## src/rtl/trap_controller.sv

```systemverilog
// Trap/mret sequencer: IDLE -> SAVE -> REDIRECT -> FLUSH -> IDLE, or IDLE -> MRET_RET -> FLUSH -> IDLE.
// Define TRAP_EXT_IRQ_EN to let an enabled external interrupt enter the trap path from IDLE.
module trap_controller #(
    parameter int XLEN         = 32,
    parameter int FLUSH_CYCLES = 2
) (
    input  logic            clk,
    input  logic            reset_n,
    input  logic            invalid_inst,
    input  logic            mret,
    input  logic            stall,
    input  logic [XLEN-1:0] id_pc,
    input  logic [31:0]     id_inst,
    input  logic [XLEN-1:0] csr_mtvec,
    input  logic [XLEN-1:0] csr_mepc,
    input  logic            ext_irq,
    input  logic            mstatus_mie,
    output logic            clear_invalid_counter,
    output logic            pc_redirect,
    output logic [XLEN-1:0] redirect_pc,
    output logic            flush_if_id,
    output logic            flush_id_ex,
    output logic            mepc_we,
    output logic            mcause_we,
    output logic            mtval_we,
    output logic [XLEN-1:0] mepc_wdata,
    output logic [XLEN-1:0] mcause_wdata,
    output logic [XLEN-1:0] mtval_wdata,
    output logic            mstatus_trap,
    output logic            mstatus_mret,
    output logic            trap_taken,
    output logic            busy
);

    localparam int CW = (FLUSH_CYCLES > 1) ? $clog2(FLUSH_CYCLES) : 1;
    localparam logic [CW-1:0] CNT_LOAD = CW'((FLUSH_CYCLES > 0) ? FLUSH_CYCLES - 1 : 0);
    localparam logic [XLEN-1:0] ILLEGAL_CAUSE = XLEN'(2);
    localparam logic [XLEN-1:0] IRQ_CAUSE = {1'b1, (XLEN-1)'(11)};

    typedef enum logic [2:0] {
        S_IDLE,
        S_SAVE,
        S_REDIRECT,
        S_MRET_RET,
        S_FLUSH
    } state_t;

    state_t            state_q, state_d;
    logic [XLEN-1:0]   pc_q, pc_d;
    logic [XLEN-1:0]   tval_q, tval_d;
    logic [XLEN-1:0]   cause_q, cause_d;
    logic [XLEN-1:0]   target_q, target_d;
    logic [CW-1:0]     cnt_q, cnt_d;
    logic              irq_req;
    logic [XLEN-1:0]   trap_target;

`ifdef TRAP_EXT_IRQ_EN
    assign irq_req = ext_irq & mstatus_mie;
    // Vectored mode only offsets interrupts; synchronous exceptions always land on the base.
    assign trap_target = {csr_mtvec[XLEN-1:2], 2'b00}
                       + ((csr_mtvec[1:0] == 2'b01 && cause_q[XLEN-1]) ? XLEN'(44) : XLEN'(0));
`else
    logic unused_irq;
    assign unused_irq  = ^{ext_irq, mstatus_mie, csr_mtvec[1:0]};
    assign irq_req     = 1'b0;
    assign trap_target = {csr_mtvec[XLEN-1:2], 2'b00};
`endif

    always_ff @(posedge clk or negedge reset_n) begin
        if (!reset_n) begin
            state_q  <= S_IDLE;
            pc_q     <= '0;
            tval_q   <= '0;
            cause_q  <= '0;
            target_q <= '0;
            cnt_q    <= '0;
        end else begin
            state_q  <= state_d;
            pc_q     <= pc_d;
            tval_q   <= tval_d;
            cause_q  <= cause_d;
            target_q <= target_d;
            cnt_q    <= cnt_d;
        end
    end

    always_comb begin
        state_d  = state_q;
        pc_d     = pc_q;
        tval_d   = tval_q;
        cause_d  = cause_q;
        target_d = target_q;
        cnt_d    = cnt_q;
        case (state_q)
            S_IDLE: begin
                if (!stall) begin
                    if (invalid_inst) begin
                        pc_d    = id_pc;
                        tval_d  = XLEN'(id_inst);
                        cause_d = ILLEGAL_CAUSE;
                        state_d = S_SAVE;
                    end else if (mret) begin
                        target_d = csr_mepc;
                        state_d  = S_MRET_RET;
                    end else if (irq_req) begin
                        pc_d    = id_pc;
                        tval_d  = '0;
                        cause_d = IRQ_CAUSE;
                        state_d = S_SAVE;
                    end
                end
            end
            S_SAVE: begin
                target_d = trap_target;
                state_d  = S_REDIRECT;
            end
            S_REDIRECT, S_MRET_RET: begin
                if (!stall) begin
                    if (FLUSH_CYCLES == 0) begin
                        state_d = S_IDLE;
                    end else begin
                        cnt_d   = CNT_LOAD;
                        state_d = S_FLUSH;
                    end
                end
            end
            S_FLUSH: begin
                if (cnt_q == '0) begin
                    state_d = S_IDLE;
                end else begin
                    cnt_d = cnt_q - 1'b1;
                end
            end
            default: state_d = S_IDLE;
        endcase
    end

    // Data outputs are gated to zero outside their strobe so reset leaves every output at 0.
    always_comb begin
        clear_invalid_counter = 1'b0;
        pc_redirect           = 1'b0;
        redirect_pc           = '0;
        flush_if_id           = 1'b0;
        flush_id_ex           = 1'b0;
        mepc_we               = 1'b0;
        mcause_we             = 1'b0;
        mtval_we              = 1'b0;
        mepc_wdata            = '0;
        mcause_wdata          = '0;
        mtval_wdata           = '0;
        mstatus_trap          = 1'b0;
        mstatus_mret          = 1'b0;
        trap_taken            = 1'b0;
        busy                  = (state_q != S_IDLE);
        case (state_q)
            S_SAVE: begin
                mepc_we      = 1'b1;
                mcause_we    = 1'b1;
                mtval_we     = 1'b1;
                mepc_wdata   = pc_q;
                mcause_wdata = cause_q;
                mtval_wdata  = tval_q;
                mstatus_trap = 1'b1;
                flush_if_id  = 1'b1;
                flush_id_ex  = 1'b1;
            end
            S_REDIRECT: begin
                pc_redirect           = 1'b1;
                redirect_pc           = target_q;
                flush_if_id           = 1'b1;
                flush_id_ex           = 1'b1;
                trap_taken            = ~stall;
                clear_invalid_counter = ~stall;
            end
            S_MRET_RET: begin
                pc_redirect           = 1'b1;
                redirect_pc           = target_q;
                flush_if_id           = 1'b1;
                flush_id_ex           = 1'b1;
                mstatus_mret          = ~stall;
                clear_invalid_counter = ~stall;
            end
            S_FLUSH: begin
                flush_if_id = 1'b1;
            end
            default: ;
        endcase
    end

endmodule

```

## config.mk

```make
export PLATFORM = sky130hd
export DESIGN_NAME = trap_controller
export DESIGN_NICKNAME = d
export VERILOG_FILES = /design/src/rtl/trap_controller.sv
export SDC_FILE = /design/constraint.sdc
export NUM_CORES = 1
export LEC_CHECK = 0
export CELL_PAD_IN_SITES_DETAIL_PLACEMENT = 0
export CELL_PAD_IN_SITES_GLOBAL_PLACEMENT = 1
export CORE_UTILIZATION = 31
export CTS_BUF_LIST = sky130_fd_sc_hd__clkbuf_8
export CTS_CLUSTER_SIZE = 30
export DETAILED_ROUTE_END_ITERATION = 12
export PLACE_DENSITY = 0.95
export SYNTH_ARGS = -nofsm -noshare
export SYNTH_HDL_FRONTEND = slang
export SYNTH_SLANG_ARGS = --single-unit
```

## constraint.sdc

```tcl
create_clock -name clk -period 2.52 [get_ports clk]
set_input_delay 0.63 -clock clk [delete_from_list [all_inputs] [get_ports clk]]
set_output_delay 0.63 -clock clk [all_outputs]
set_load 0.005 [all_outputs]
```

==> out/results.tsv <==
stage	metric	value	unit
pwr	LEAKAGE	4.37	nW
floorplan	die height	135	µm
sta	Period minus WS final	2.46	ns
sta	Finish-stage setup viols	0	
yosys	Synth area leaders	dfrtp_1 46%, mux2_4 13%, and3_1 7.6%	
grt	global-route usage over all layers	18.2	%
cells_and_area	Layout area overhead	55.1	%
setup_path	CP max FO	4	
detailed_routing	Vias/cell	4.90	
placed_design	placed cell areas	8040	µm²
run_status	status	finished clean	
cts	CTS tree	built	
sta	final slew viol count	0	
cts	CTS clk-pin slew, worst paths	0.11	ns
floorplan	row cnt	48	
grt	initial antenna violation count	0	
yosys	Synth Warn #	0	
yosys	Primary FF master, synth	dfrtp_1	
sta	Slew HR	51.8	%
detailed_routing	1st-iter DRT viols	158	
detailed_routing	Total Routed Length	17000	µm
grt	vias in the first global route	4623	
cts	H-Tree Depth	3	
sta	Final period util	97.6	%
yosys	ys async rst share	100	%
grt	GRT overflow	0	
placed_design	DP Wirelength	11200	µm
yosys	number of synthesized flops with an enable pin	0	
detailed_routing	post-route ant nets	0	
job	max_cap viols	0	
placed_design	GP Congestion	0.778	
cells_and_area	Nets	881	
placed_design	Port Buffers	238	
cells_and_area	share of cells above drive strength 1	20.2	%
yosys	Synth Register Bits	101	
detailed_routing	Vias	4778	
grt	largest net degree at the start of global routing	43	
yosys	count leader, synth	dfrtp_1	
cells_and_area	final instance area	8480	µm²
yosys	Yosys top cell area share	46.3	%
cells_and_area	Final Core Density	49.2	%
yosys	mapped cell area	5460	µm²
sta	maximum clock rate	407	MHz
detailed_routing	wire per inst	17.4	µm
detailed_routing	DR pass1 iterations	4	
floorplan	Ports	274	
yosys	Syn Inst Count	503	
cells_and_area	Ant. Diodes	0	
yosys	synth cell count leaders	101 x dfrtp_1, 66 x and3_1, 49 x mux2_4	
cts	Worst-Skew Late Latency	0.38	ns
sta	worst hold slack	0.204	ns
cts	CTS Buf Count	9	
cts	hold buffers post-CTS	0	
floorplan	Die Wd	135	µm
yosys	post-synth cell types	31	
cts	clock sink count	101	
yosys	most area-hungry cell type in the Yosys netlist	dfrtp_1	
setup_path	CP endpoint kind	output pin	
hold_path	min-delay worst type	in2async	
setup_path	Setup CP Type	reg2out	
setup_path	Worst Path Required	1.89	ns
sta	Clock Skew	0.0152	ns
pwr	Power Dens Cells	1000	nW/µm²
yosys	Mean Syn Cell Area	10.9	µm²
sta	Final Hold Vio Count	0	
setup_path	Startpoint Class	flop	
cts	buffers from clock root to sink, at most	2	
cts	CTS root buf	clkbuf_8	
pwr	IR drop worst, VDD	496	µV
floorplan	Initial Utilization	31.7	%
floorplan	core region area	17200	µm²
floorplan	full die area	18200	µm²
detailed_routing	post-route DRC violation count	0	
grt	first-pass GRT wire length	25600	µm
setup_path	CP arrival	1.83	ns
yosys	post-synthesis sequential area ratio	46.3	%
pwr	total power	8.50	mW
sta	Slew @ Worst Pin	0.723	ns
[routing by layer]
layer	global-route usage, %	vias to the layer above	wire length (µm)	share of wire [%]
li1	-	2223	-	-
met1	23.1	2314	7300	43
met2	29.6	213	8030	47
met4	7.62	0	452	2.7
met3	4.43	28	1240	7.3
met5	0	-	0	0
[state kept, by name, summed over array words and instances, names as in the netlist]
register	flops
pc_q	32
target_q	32
cause_q	1
tval_q	32
cnt_q	1
state_q	3
[report_power, final]
group	internal, mW	leakage, nW	switching (mW)
sequential	2.44	1.20	0.500
combinational	2.69	3.09	1.88
clock	0.362	0.0834	0.620
total	5.49	4.37	3.00
[cells by family after synthesis]
logic type | after synthesis | share of synthesized area, %
simple gates | 206 | 21.5
flops | 101 | 46.3
buf+inv | 90 | 9.53
mux | 64 | 16.6
compound gates | 40 | 5.98
xor+xnor | 1 | 0.160
other cells | 1 | 0.0686
[worst max-delay path, stage by stage (launching register included)]
cell and delay [ns]:
dfrtp_2 0.47, buf_4 0.16, buf_4 0.13, or3_4 0.39, dlygate4sd2_1 0.31
[cell usage in the layout, fill, tap and decap left out, drive strengths merged, types with 30 or more instances in the layout]
cell	netlist	layout
dfrtp	101	101
dlygate4sd2	0	91
clkdlybuf4s50	0	131
nor3	31	31
conb	1	31
mux2	64	64
and2	30	30
nor4	30	30
o32ai	30	30
and3	66	66
buf	45	47
nor2	36	36
[final timing paths]
path	slack (ns)	to	from	cells past startpoint
hold / removal	0.20	pc_q[25]	reset_n	1
max in group asynchronous	1.66	pc_q[31]	reset_n	2
hold reg to reg	0.48	cause_q[1]	cause_q[1]	1
setup reg to reg	0.28	tval_q[8]	state_q[2]	6
min in group clk	0.48	cause_q[1]	cause_q[1]	1
setup / recovery	0.06	busy	state_q[2]	4
[layout make-up]
| type | count | area, µm² |
|---|---|---|
| Tap cell | 225 | 282 |
| Inverter | 5 | 26.3 |
| Clock buffer | 9 | 124 |
| Multi-Input combinational cell | 342 | 2560 |
| Fill cell | 1615 | 8760 |
| Sequential cell | 101 | 2530 |
| Clock inverter | 7 | 48.8 |
| Timing Repair Buffer | 287 | 2900 |
[repair_timing]
| action | 4_1_cts | 5_1_grt |
|---|---|---|
| gates cloned | 6 | 1 |
| resized for setup | 130 | 22 |
| setup buffers | 10 | 7 |
| pin swaps | 0 | 1 |
| endpoints found under the setup margin | 107 | 15 |
[through the flow]
stage	TNS (ns)	cells	worst slack (ns)
3_3_place_gp	-0.262	937	-0.0986
3_5_place_dp	-0.217	937	-0.0790
2_1_floorplan	0	533	0.315
4_1_cts	-0.775	969	-0.133
5_1_grt	-0.0125	976	-0.00747
6_report	0	976	0.0617
No activity file was read; power rests on OpenSTA's default activity.
